## config.mk

```make
export PLATFORM = sky130hd
export DESIGN_NAME = score_recorder
export DESIGN_NICKNAME = d
export VERILOG_FILES = /design/src/rtl/score_recorder.sv
export SDC_FILE = /design/constraint.sdc
export NUM_CORES = 1
export LEC_CHECK = 0
export CORE_MARGIN = 1.5
export CORE_UTILIZATION = 25
export CTS_CLUSTER_DIAMETER = 120
export DETAILED_ROUTE_END_ITERATION = 10
export GPL_ROUTABILITY_DRIVEN = 0
export GPL_TIMING_DRIVEN = 1
export PLACE_DENSITY_LB_ADDON = 0.3
export SKIP_LAST_GASP = 1
export SYNTH_ARGS = -nofsm -noshare
export SYNTH_HDL_FRONTEND = slang
export SYNTH_SLANG_ARGS = --single-unit
```

## constraint.sdc

```tcl
create_clock -name clk -period 3.85 [get_ports clk]
set_input_delay 0.77 -clock clk [delete_from_list [all_inputs] [get_ports clk]]
set_output_delay 0.77 -clock clk [all_outputs]
set_load 0.02 [all_outputs]
```

## src/rtl/score_recorder.sv

```systemverilog
// Score recorder: turns a stream of held piano keys and duration ticks into
// {note, length} entries written to an external score memory. A take runs
// ARMED -> TRACK/WRITE -> DONE; rests (no key held) are recorded as note 31.
module score_recorder #(
  parameter int audio_len = 6,
  parameter int len_w     = 5
) (
  input  logic                 clk,
  input  logic                 reset,
  input  logic                 rec_start,
  input  logic                 rec_stop,
  input  logic                 key_valid,
  input  logic [4:0]           key_note,
  input  logic                 tick,
  output logic                 wr_en,
  output logic [audio_len-1:0] wr_addr,
  output logic [len_w+4:0]     wr_data,
  output logic [audio_len:0]   rec_count,
  output logic                 busy,
  output logic                 Done_record
);

  localparam int CNT_W = audio_len + 1;

  localparam logic [2:0] S_IDLE  = 3'd0;
  localparam logic [2:0] S_ARMED = 3'd1;
  localparam logic [2:0] S_TRACK = 3'd2;
  localparam logic [2:0] S_WRITE = 3'd3;
  localparam logic [2:0] S_DONE  = 3'd4;

  localparam logic [4:0]           REST_NOTE = 5'd31;
  localparam logic [len_w-1:0]     LEN_MAX   = '1;
  localparam logic [audio_len-1:0] ADDR_MAX  = '1;

  logic [2:0]           state_reg, state_next;
  logic [4:0]           cur_note_reg, cur_note_next;
  logic [len_w-1:0]     len_reg, len_next;
  logic                 stop_pending_reg, stop_pending_next;
  logic                 wr_en_reg, wr_en_next;
  logic [audio_len-1:0] wr_addr_reg, wr_addr_next;
  logic [len_w+4:0]     wr_data_reg, wr_data_next;
  logic [audio_len:0]   rec_count_reg, rec_count_next;

  logic [4:0]           eff_note;
  logic                 len_sat;
  logic [len_w-1:0]     close_len;

  // Effective note and the length a segment would carry if it closed this
  // cycle. A tick coinciding with a close is credited to the closing segment
  // unless that segment is already saturated.
  always_comb begin
    eff_note  = key_valid ? key_note : REST_NOTE;
    len_sat   = (len_reg == LEN_MAX);
    close_len = (tick && !len_sat) ? (len_reg + len_w'(1)) : len_reg;
  end

  // Next-state and datapath decisions for the recording FSM.
  always_comb begin
    state_next        = state_reg;
    cur_note_next     = cur_note_reg;
    len_next          = len_reg;
    stop_pending_next = stop_pending_reg;
    wr_en_next        = 1'b0;
    wr_addr_next      = wr_addr_reg;
    wr_data_next      = wr_data_reg;
    rec_count_next    = rec_count_reg;

    case (state_reg)
      S_IDLE, S_DONE: begin
        // A simultaneous stop cancels the start request.
        if (rec_start && !rec_stop) begin
          state_next        = S_ARMED;
          wr_addr_next      = '0;
          rec_count_next    = '0;
          cur_note_next     = REST_NOTE;
          len_next          = '0;
          stop_pending_next = 1'b0;
        end
      end

      S_ARMED: begin
        // Leading silence is skipped: the take starts on the first key.
        if (rec_stop) begin
          state_next = S_DONE;
        end else if (key_valid) begin
          state_next    = S_TRACK;
          cur_note_next = key_note;
          len_next      = '0;
        end
      end

      S_TRACK: begin
        if (rec_stop) begin
          // Flush the open segment (rests included), then finish the take.
          if (close_len != '0) begin
            state_next        = S_WRITE;
            wr_en_next        = 1'b1;
            wr_data_next      = {cur_note_reg, close_len};
            stop_pending_next = 1'b1;
            len_next          = '0;
          end else begin
            state_next = S_DONE;
          end
        end else if (eff_note != cur_note_reg) begin
          // Change-close; a zero-length segment is a glitch and is dropped.
          cur_note_next = eff_note;
          len_next      = (tick && len_sat) ? len_w'(1) : '0;
          if (close_len != '0) begin
            state_next   = S_WRITE;
            wr_en_next   = 1'b1;
            wr_data_next = {cur_note_reg, close_len};
          end
        end else if (tick && len_sat) begin
          // Saturation-close: the note continues in a fresh segment.
          state_next   = S_WRITE;
          wr_en_next   = 1'b1;
          wr_data_next = {cur_note_reg, LEN_MAX};
          len_next     = len_w'(1);
        end else if (tick) begin
          len_next = len_reg + len_w'(1);
        end
      end

      S_WRITE: begin
        // Ticks keep counting for the segment that is already open.
        if (tick && !len_sat) begin
          len_next = len_reg + len_w'(1);
        end
        rec_count_next = rec_count_reg + CNT_W'(1);
        if (wr_addr_reg != ADDR_MAX) begin
          wr_addr_next = wr_addr_reg + audio_len'(1);
        end
        if ((wr_addr_reg == ADDR_MAX) || stop_pending_reg || rec_stop) begin
          state_next        = S_DONE;
          stop_pending_next = 1'b0;
        end else begin
          state_next = S_TRACK;
        end
      end

      default: begin
        state_next = S_IDLE;
      end
    endcase
  end

  // State and output registers; reset drops any pending entry at once.
  always_ff @(posedge clk or posedge reset) begin
    if (reset) begin
      state_reg        <= S_IDLE;
      cur_note_reg     <= REST_NOTE;
      len_reg          <= '0;
      stop_pending_reg <= 1'b0;
      wr_en_reg        <= 1'b0;
      wr_addr_reg      <= '0;
      wr_data_reg      <= '0;
      rec_count_reg    <= '0;
    end else begin
      state_reg        <= state_next;
      cur_note_reg     <= cur_note_next;
      len_reg          <= len_next;
      stop_pending_reg <= stop_pending_next;
      wr_en_reg        <= wr_en_next;
      wr_addr_reg      <= wr_addr_next;
      wr_data_reg      <= wr_data_next;
      rec_count_reg    <= rec_count_next;
    end
  end

  assign wr_en       = wr_en_reg;
  assign wr_addr     = wr_addr_reg;
  assign wr_data     = wr_data_reg;
  assign rec_count   = rec_count_reg;
  assign busy        = (state_reg == S_ARMED) || (state_reg == S_TRACK) ||
                       (state_reg == S_WRITE);
  assign Done_record = (state_reg == S_DONE);

endmodule
```

==> results by group <==
Worst hold path
  – Min-delay src: cur_note_reg[0]
  – Hold Path End: cur_note_reg[0]
  – Hold/Removal Path Class: reg2reg
  – Worst hold path depth: 2

Finish
  – Post-layout util: 0.325
  – Ant diodes: 0
  – Non-Filler Instances: 416
  – Fin area: 3010 sq um
  – Area delta synth->final: 26.3%
  – Nets: 301
  – Fillers: 958
  – Max reg flops: 10
  – Share of layout cells above drive strength 1: 0.125

Setup path
  – Crit path top cell by count: ha_1
  – CP required: 4030 ps
  – R2R depth: 9
  – Crit Path Max Fanout: 8
  – Startpoint Class: register
  – Worst setup EP type: register
  – Crit-path max cell delay: 510 ps
  – Slowest-stage cell, CP: dfrtp_1
  – Critical path class: reg2reg
  – Crit Reg-Reg Startpoint: len_reg[0]
  – Reg-to-reg setup timing slack: 700 ps
  – Critical Path AT: 3330 ps
  – Worst r2r dst: wr_data[9]
  – Crit-path cells: ha_1, and3_1, ha_1, nand2b_1, o21a_1, a211oi_4, nor3_4, mux2i_4, mux2_4

Routing
  – Drt total wl: 5750 um
  – Post-route DRC: 0
  – Via/cell ratio: 4.80
  – Routed wire per std cell: 13.8 um
  – Drt pass-1 iters: 4
  – DR vias: 1998
  – Antenna Nets Post-Route: 0
  – Iter 0 DRT Violations: 143

Yosys
  – Synth top cells by count: 33 x dfrtp_1, 24 x nand2_1, 17 x nor2_1
  – Post-synthesis sequential area ratio: 0.402
  – Yosys top cell by area: dfrtp_1
  – Total number of yosys warnings: 0
  – Synthesized net count: 267
  – Post-synth ARST share: 1.00
  – Number of distinct library cells after synthesis: 58
  – Most used DFF post-synth: dfrtp_1
  – Count leader, synth: dfrtp_1
  – Post-synthesis register bit count: 38
  – Syn avg cell area: 9.44 sq um
  – Top cell type's share of synthesized area: 0.347
  – Post-Synthesis Cells: 252
  – Synth top area cells: dfrtp_1 35%, dfstp_2 5.5%, nand2_1 3.8%, mux2_4 3.2%, nand3_1 3.2%
  – Number of synthesized flops with an enable pin: 0
  – Mapped Area: 2380 sq um

GRT
  – Largest net degree at the start of global routing: 39
  – Grt ovf: 0
  – Global-route wire length before repair: 9480 um
  – Vias in the first global route: 1935
  – Total track usage: 0.119
  – Initial antenna violation count: 0

Die
  – Core Box Area: 9240 sq um
  – Die width: 101 um
  – Ports: 37
  – Starting density of the core: 0.258
  – Die Span Y: 101 um
  – Die area: 10100 sq um
  – Site row count: 35

Place
  – Setup WS pre-CTS: 646 ps
  – PortBufs: 36
  – Hpwl dp: 4150 um
  – Placed Area: 2870 sq um
  – Post-Place Cells: 408

Clock tree
  – Reg clk slew, reported paths: 80 ps
  – CTS hold repair buffers: 0
  – CTS tree: yes
  – Postcts setup bufs: 0
  – Clock Sinks: 38
  – CTS buffer count: 5
  – Root buffer cell: clkbuf_8
  – Cts repair resizes: 0
  – Clk_lat worst skew: 290 ps
  – Clock Tree Buf Depth: 2
  – CTS H-tree lvls: 2

STA
  – Fin. max-slew vios: 0
  – Fmax: 317 MHz
  – WHS: 491 ps
  – Worst slew margin: 0.505
  – Setup_tns: 0 ps
  – Post-Route Skew: 5.42 ps
  – Setup violations, final: 0
  – RSZ-0062 raised after global routing: false
  – Final hold vios: 0
  – Worst Tran Pin Value: 741 ps
  – Period utilization: 0.819
  – Post-route setup slack: 697 ps
  – Tmin final: 3150 ps

Job
  – Max-cap viol count: 0

Pwr
  – Power, Total: 1.55 mW
  – Power density over the cells: 514 nW/um^2
  – Leak: 1.27 nW
  – VDD IR-drop max: 197 uV

Run status
  – Status: completed
==> metal layers <==
layer | up-vias | wire length [um] | track usage
li1 | 983 | - | -
met1 | 979 | 2800 | 0.158
met2 | 32 | 2740 | 0.198
met3 | 4 | 170 | 0.0250
met4 | 0 | 43 | 0.0325
met5 | - | 0 | 0
==> layout by cell type (no fill, tap or decap), types with 2 or more instances in the layout <==
cell,synthesis,routed
o21a_1,2,2
a21oi_1,12,12
bufinv_16,0,2
a211o_1,3,3
nand3_1,15,15
xnor2_1,7,7
nor4_1,4,4
a311o_1,2,2
dfstp_2,5,5
mux2i_1,7,7
o22ai_1,2,2
clkbuf_8,0,5
nor3b_1,2,2
o211ai_1,3,3
a22o_1,4,4
nor3_1,4,4
nand2b_1,6,6
nand2_1,24,24
inv_1,14,14
clkdlybuf4s50_1,0,36
xor2_1,4,4
o31ai_1,2,2
dfrtp_1,33,33
mux2_4,5,5
a31oi_1,3,3
nand4_1,9,9
and3_1,3,3
and2_1,3,3
ha_1,4,4
buf_4,2,4
o21ai_0,10,10
a21o_1,4,4
nor2b_1,3,3
nor2_1,17,17
==> critical path: cells and delay by family, from the launching register on <==
family | cells | cell delay [ps]
AND/OR/NAND/NOR | 3 | 620
adder cells (fa/ha/maj) | 2 | 570
AO/OA/AOI/OAI | 2 | 620
flip-flops | 1 | 510
multiplexers | 2 | 710
==> cell type report <==
type	count	area, sq um	share of cell area
clock inverters	3	68.8	0.0229
repair buffers	40	390	0.130
clock buffers	5	68.8	0.0229
multi-input cells	187	1310	0.435
well taps	129	161	0.0537
inverters	14	52.6	0.0175
flip-flops and latches	38	957	0.318
==> worst max path at each step <==
stage / startpoint / slack (ps) / cells past startpoint / to
2_1_floorplan: len_reg[1] / 1180 / 10 / wr_data[5]
3_3_place_gp: tick / 730 / 7 / wr_data[9]
3_5_place_dp: tick / 650 / 7 / wr_data[6]
4_1_cts: len_reg[0] / 710 / 9 / wr_data[9]
5_1_grt: len_reg[0] / 530 / 9 / len_reg[1]
6_report: len_reg[0] / 700 / 9 / wr_data[9]
==> where the power goes <==
| group | switching [mW] | internal, mW |
|---|---|---|
| Sequential | 0.0915 | 0.490 |
| Clock | 0.157 | 0.260 |
| Combinational | 0.276 | 0.273 |
==> kinds of logic (layout without fill, tap and decap cells) <==
logic type	after synthesis	count (layout)	synth area share
compound gates	61	61	0.193
mux	14	14	0.0752
fa+ha+maj	4	4	0.0210
xor+xnor	11	11	0.0405
simple gates	97	97	0.219
buf+inv	27	62	0.0489
flops	38	38	0.402
Note: power is estimated with default switching activity, not from simulation.
